[src/rtl/mips_pkg.sv]
// mips_pkg: opcode constants and interrupt-controller FSM states shared across the pipeline
package mips_pkg;
  localparam logic [5:0] OP_RET = 6'b010000;
  localparam logic [5:0] OP_JMP = 6'b011000;
  localparam logic [3:0] OP_JCOND_PFX = 4'b0111;
  typedef enum logic [1:0] {IDLE, ISSUE, VECTOR, SERVICE} irq_state_t;
  function automatic logic is_redirect_op(input logic [5:0] op);
    return op == OP_RET || op == OP_JMP || op[5:2] == OP_JCOND_PFX;
  endfunction
endpackage

[src/rtl/irq_ctrl_prio_enc.sv]
// prio_enc: fixed-priority encoder, lowest set index wins
module prio_enc #(
  parameter int N = 4,
  parameter int W = 2
) (
  input  logic [N-1:0] i_req,
  output logic [W-1:0] o_id,
  output logic         o_any
);
  always_comb begin
    o_id = '0;
    for (int i = N - 1; i >= 0; i--) if (i_req[i]) o_id = W'(i);
  end
  assign o_any = |i_req;
endmodule

[src/rtl/irq_ctrl.sv]
// irq_ctrl: edge-latched, masked, prioritised interrupt requester for jump control
module irq_ctrl
  import mips_pkg::*;
#(
  parameter int N_SRC = 4,
  parameter int ID_W  = 2
) (
  input  logic             clk,
  input  logic             reset,
  input  logic [N_SRC-1:0] irq,
  input  logic [5:0]       op,
  input  logic             pc_mux_sel,
  input  logic             mask_we,
  input  logic [N_SRC-1:0] mask_wdata,
  output logic             interrupt,
  output logic [ID_W-1:0]  irq_id,
  output logic             in_service,
  output logic [N_SRC-1:0] pending
);
  logic [N_SRC-1:0] r_pending, r_mask, r_irq_prev, w_rise, w_elig, w_ack;
  logic [ID_W-1:0]  r_irq_id, w_win;
  logic             r_interrupt, r_in_service, w_any, w_hold, w_go, w_ret;
  irq_state_t       r_state;
  prio_enc #(.N(N_SRC), .W(ID_W)) u_prio (.i_req(w_elig), .o_id(w_win), .o_any(w_any));
  assign w_rise = irq & ~r_irq_prev;
  assign w_elig = r_pending & r_mask;
  // a redirect in flight would overwrite the single saved return address
  assign w_hold = pc_mux_sel || is_redirect_op(op);
  assign w_go   = r_state == IDLE && w_any && !w_hold;
  assign w_ack  = w_go ? N_SRC'(1) << w_win : '0;
  assign w_ret  = r_state == SERVICE && op == OP_RET;
  always_ff @(posedge clk) begin
    if (reset) begin
      r_pending    <= '0;
      r_mask       <= '0;
      r_irq_prev   <= '0;
      r_irq_id     <= '0;
      r_interrupt  <= 1'b0;
      r_in_service <= 1'b0;
      r_state      <= IDLE;
    end else begin
      r_irq_prev   <= irq;
      r_pending    <= (r_pending & ~w_ack) | w_rise;
      r_mask       <= mask_we ? mask_wdata : r_mask;
      r_irq_id     <= w_go ? w_win : r_irq_id;
      r_interrupt  <= w_go;
      r_in_service <= w_go || (r_in_service && !w_ret);
      r_state      <= w_go ? ISSUE :
                      r_state == ISSUE ? VECTOR :
                      r_state == VECTOR ? SERVICE :
                      w_ret ? IDLE : r_state;
    end
  end
  assign interrupt  = r_interrupt;
  assign irq_id     = r_irq_id;
  assign in_service = r_in_service;
  assign pending    = r_pending;
endmodule

[config.mk]
export PLATFORM = sky130hd
export DESIGN_NAME = irq_ctrl
export DESIGN_NICKNAME = d
export VERILOG_FILES = /design/src/rtl/mips_pkg.sv /design/src/rtl/irq_ctrl_prio_enc.sv /design/src/rtl/irq_ctrl.sv
export SDC_FILE = /design/constraint.sdc
export NUM_CORES = 1
export LEC_CHECK = 0
export ABC_CLOCK_PERIOD_IN_PS = 1500
export CORE_ASPECT_RATIO = 0.9
export CORE_UTILIZATION = 25
export DETAILED_ROUTE_END_ITERATION = 10
export PLACE_DENSITY = 0.58
export SYNTH_ARGS = -nofsm -noshare
export SYNTH_HDL_FRONTEND = slang
export SYNTH_SLANG_ARGS = --single-unit
[constraint.sdc]
create_clock -name clk -period 1.5 [get_ports clk]
set_input_delay 0.3 -clock clk [delete_from_list [all_inputs] [get_ports clk]]
set_output_delay 0.3 -clock clk [all_outputs]
set_load 0.03 [all_outputs]
==> results.tsv <==
stage	metric	value	unit
run_status	status	finished, violations left	
run_status	violations	negative setup slack	
timing	slew_viol_final	0	
route	dr.pass1.iters	4	
critical_path	cpMaxStageDelayCell	or3_4	
clock_network	clkTransAtPathRegs	0.10	ns
grt	antenna_found_initial	0	
grt	grt_first_pass_wirelength	2930	um
yosys	synth-seq-cells	18	
clock_network	cts.sinks	18	
yosys	synth_area_leaders	dfxtp_1, mux2i_1, ha_1	
timing	min_period_over_period	106	%
yosys	syn_nets	109	
critical_path	cp.arrival	1.83	ns
finish	area_growth	60.8	%
grt	grt_use_total	11.3	%
clock_network	htreeDepth	1	
placed_design	dpl_worst_slack	-0.526	ns
timing	slew_headroom	79.5	%
finish	nets	149	
critical_path	path_buf_inv	2	
timing	setup_viol	9	
critical_path	end_kind	flop	
finish	final_layout_size_suffix_gt1_share	29.4	%
floorplan	io-pin-count	26	
grt	grt_max_degree	13	
timing	worst_slack	-0.0936	ns
timing	fin_hold_ws	0.472	ns
floorplan	rows	19	
yosys	yosysSeqAreaShare	45.0	%
floorplan	die_w	61.7	um
route	routed_via_density	4.44	
grt	grt-ovfl-total	0	
critical_path	critPathRequiredTime	1.74	ns
floorplan	dieArea	3430	um^2
grt	use_met3	4.88	%
yosys	yosysWarnings	0	
placed_design	gp_congestion	0.702	
critical_path	critPathKind	flop to flop	
yosys	syn_inst	87	
finish	antenna_cells	0	
critical_path	crit_path_frequent_cell	inv_2	
grt	grt_busiest_layer	met2	
pwr	cellPowerDensity	809	nW/um^2
clock_network	cts_max_path_buffers	2	
route	route.detailed.drc	0	
route	wl_per_cell	12.1	um
floorplan	start_util	26.3	%
placed_design	hpwlAfterDp	1420	um
timing	fmax	628	MHz
yosys	netlist_area	801	um^2
finish	final_common_cell	dfxtp_1	
yosys	synth_area_per_cell	9.20	um^2
grt	grt_util_met1	13.4	%
yosys	yosysUniqueCellTypes	25	
critical_path	crit_path_start_kind	flop	
timing	rsz0062_at_grt	yes	
clock_network	numCtsBuffers	3	
grt	grt_pass1_vias	711	
grt	use_met2	19.5	%
clock_network	hold_buffers	0	
flow_run	drv_cap	0	
timing	tightest_slew	0.309	ns
floorplan	core	3040	um^2
timing	skew	0.00235	ns
worst_hold_path	hold_class	flop to flop	
critical_path	worstPathCellList	inv_2 > ha_4 > inv_2 > a2111o_1 > or3_4 > a21oi_2	
yosys	synth_top_area_share	45.0	%
clock_network	clockRootBuffer	clkbuf_4	
route	ant_nets	0	
floorplan	die_y	55.7	um
critical_path	critPathMaxStageDelay	0.42	ns
route	drt_iter0_drc	18	
critical_path	cp_top_family	compound AO/OA/AOI/OAI gates	
clock_network	clk_latency	0.29	ns
clock_network	tritoncts	done	
finish	most-common-layout-cells	dfxtp_1, dlygate4sd2_1, buf_4	
critical_path	critical_path_peak_fanout	4	
pwr	p_leak	0.558	nW
pwr	peakVddDrop	0.502	mV
finish	fin_util	42.3	%
yosys	synth_top_area_cell	dfxtp_1	
placed_design	port_buffers	25	
timing	hold_viol	0	
timing	period_needed	1.59	ns
route	vias	746	
route	drt-total-wl	2040	um
-- through the flow --
stage | cells | power (mW) | TNS, ns | area (um^2)
after CTS | 165 | 1.02 | -0.0555 | 1190
after global placement | 161 | 0.725 | -4.04 | 1170
after detailed placement | 161 | 0.730 | -4.36 | 1170
after global routing | 168 | 1.10 | -1.15 | 1290
after floorplan | 87 | 0.623 | -0.0133 | 801
final | 168 | 1.04 | -0.561 | 1290
-- tightest hold or removal path: stages (launching register included) --
cell	delay (ns)
dfxtp_1	0.32
nand2_1	0.07
a21oi_2	0.05
-- kinds of logic after synthesis --
logic type / count (synthesis) / synth area share [%]
AND/OR/NAND/NOR: 31 / 22.3
AO/OA/AOI/OAI: 20 / 15.2
flip-flops: 18 / 45.0
buffers and inverters: 8 / 3.75
multiplexers: 6 / 7.50
adder cells (fa/ha/maj): 4 / 6.25
-- sequential cells by signal, indices dropped and copies added (netlist names) --
signal      cells
r_mask          4
r_state         2
irq_id          2
pending         4
interrupt       1
r_irq_prev      4
in_service      1
-- final timing paths --
path / from / to / slack, ns / cells past startpoint
max: r_state[0] / irq_id[1] / -0.09 / 6
min: in_service / in_service / 0.47 / 2
max reg2reg: r_state[0] / irq_id[1] / -0.09 / 6
min reg2reg: in_service / in_service / 0.47 / 2
-- Yosys cell counts --
master	count
or3_1	1
nor4b_4	1
a2111o_1	1
buf_1	1
a21oi_1	8
clkbuf_1	2
nor3_1	1
nand2b_1	4
a221o_1	1
and4b_1	1
a22oi_1	2
or2_1	1
mux2i_1	6
a211oi_1	1
nor3b_1	1
inv_1	5
o31ai_1	1
dfxtp_1	18
nand3_1	1
nor2b_1	5
o21ai_0	6
and2_1	1
nand2_1	8
ha_1	4
nor2_1	6
-- report_power, final --
group | total, mW | leakage, nW | switching [mW] | internal [mW]
Sequential | 0.526 | 0.149 | 0.0218 | 0.505
Combinational | 0.216 | 0.388 | 0.105 | 0.112
Clock | 0.299 | 0.0210 | 0.151 | 0.148
Total | 1.04 | 0.558 | 0.278 | 0.764
-- metal layers --
layer | vias to the layer above | wire length (um)
li1 | 377 | -
met1 | 340 | 899
met2 | 27 | 1020
met3 | 2 | 108
met4 | 0 | 7
met5 | - | 0
-- area by class of cell --
type | count | area, um^2
clock buffers | 4 | 36.3
fillers | 333 | 1760
inverters | 5 | 18.8
multi-input cells | 61 | 485
flip-flops and latches | 18 | 363
well taps | 42 | 52.6
repair buffers | 38 | 332
-- repair_timing --
| action | in CTS | in global routing |
|---|---|---|
| pin swaps | 4 | 6 |
| setup buffers | 0 | 3 |
| setup endpoints to repair | 17 | 10 |
| gates resized for setup | 19 | 23 |
(Power assumes the default switching activity.)
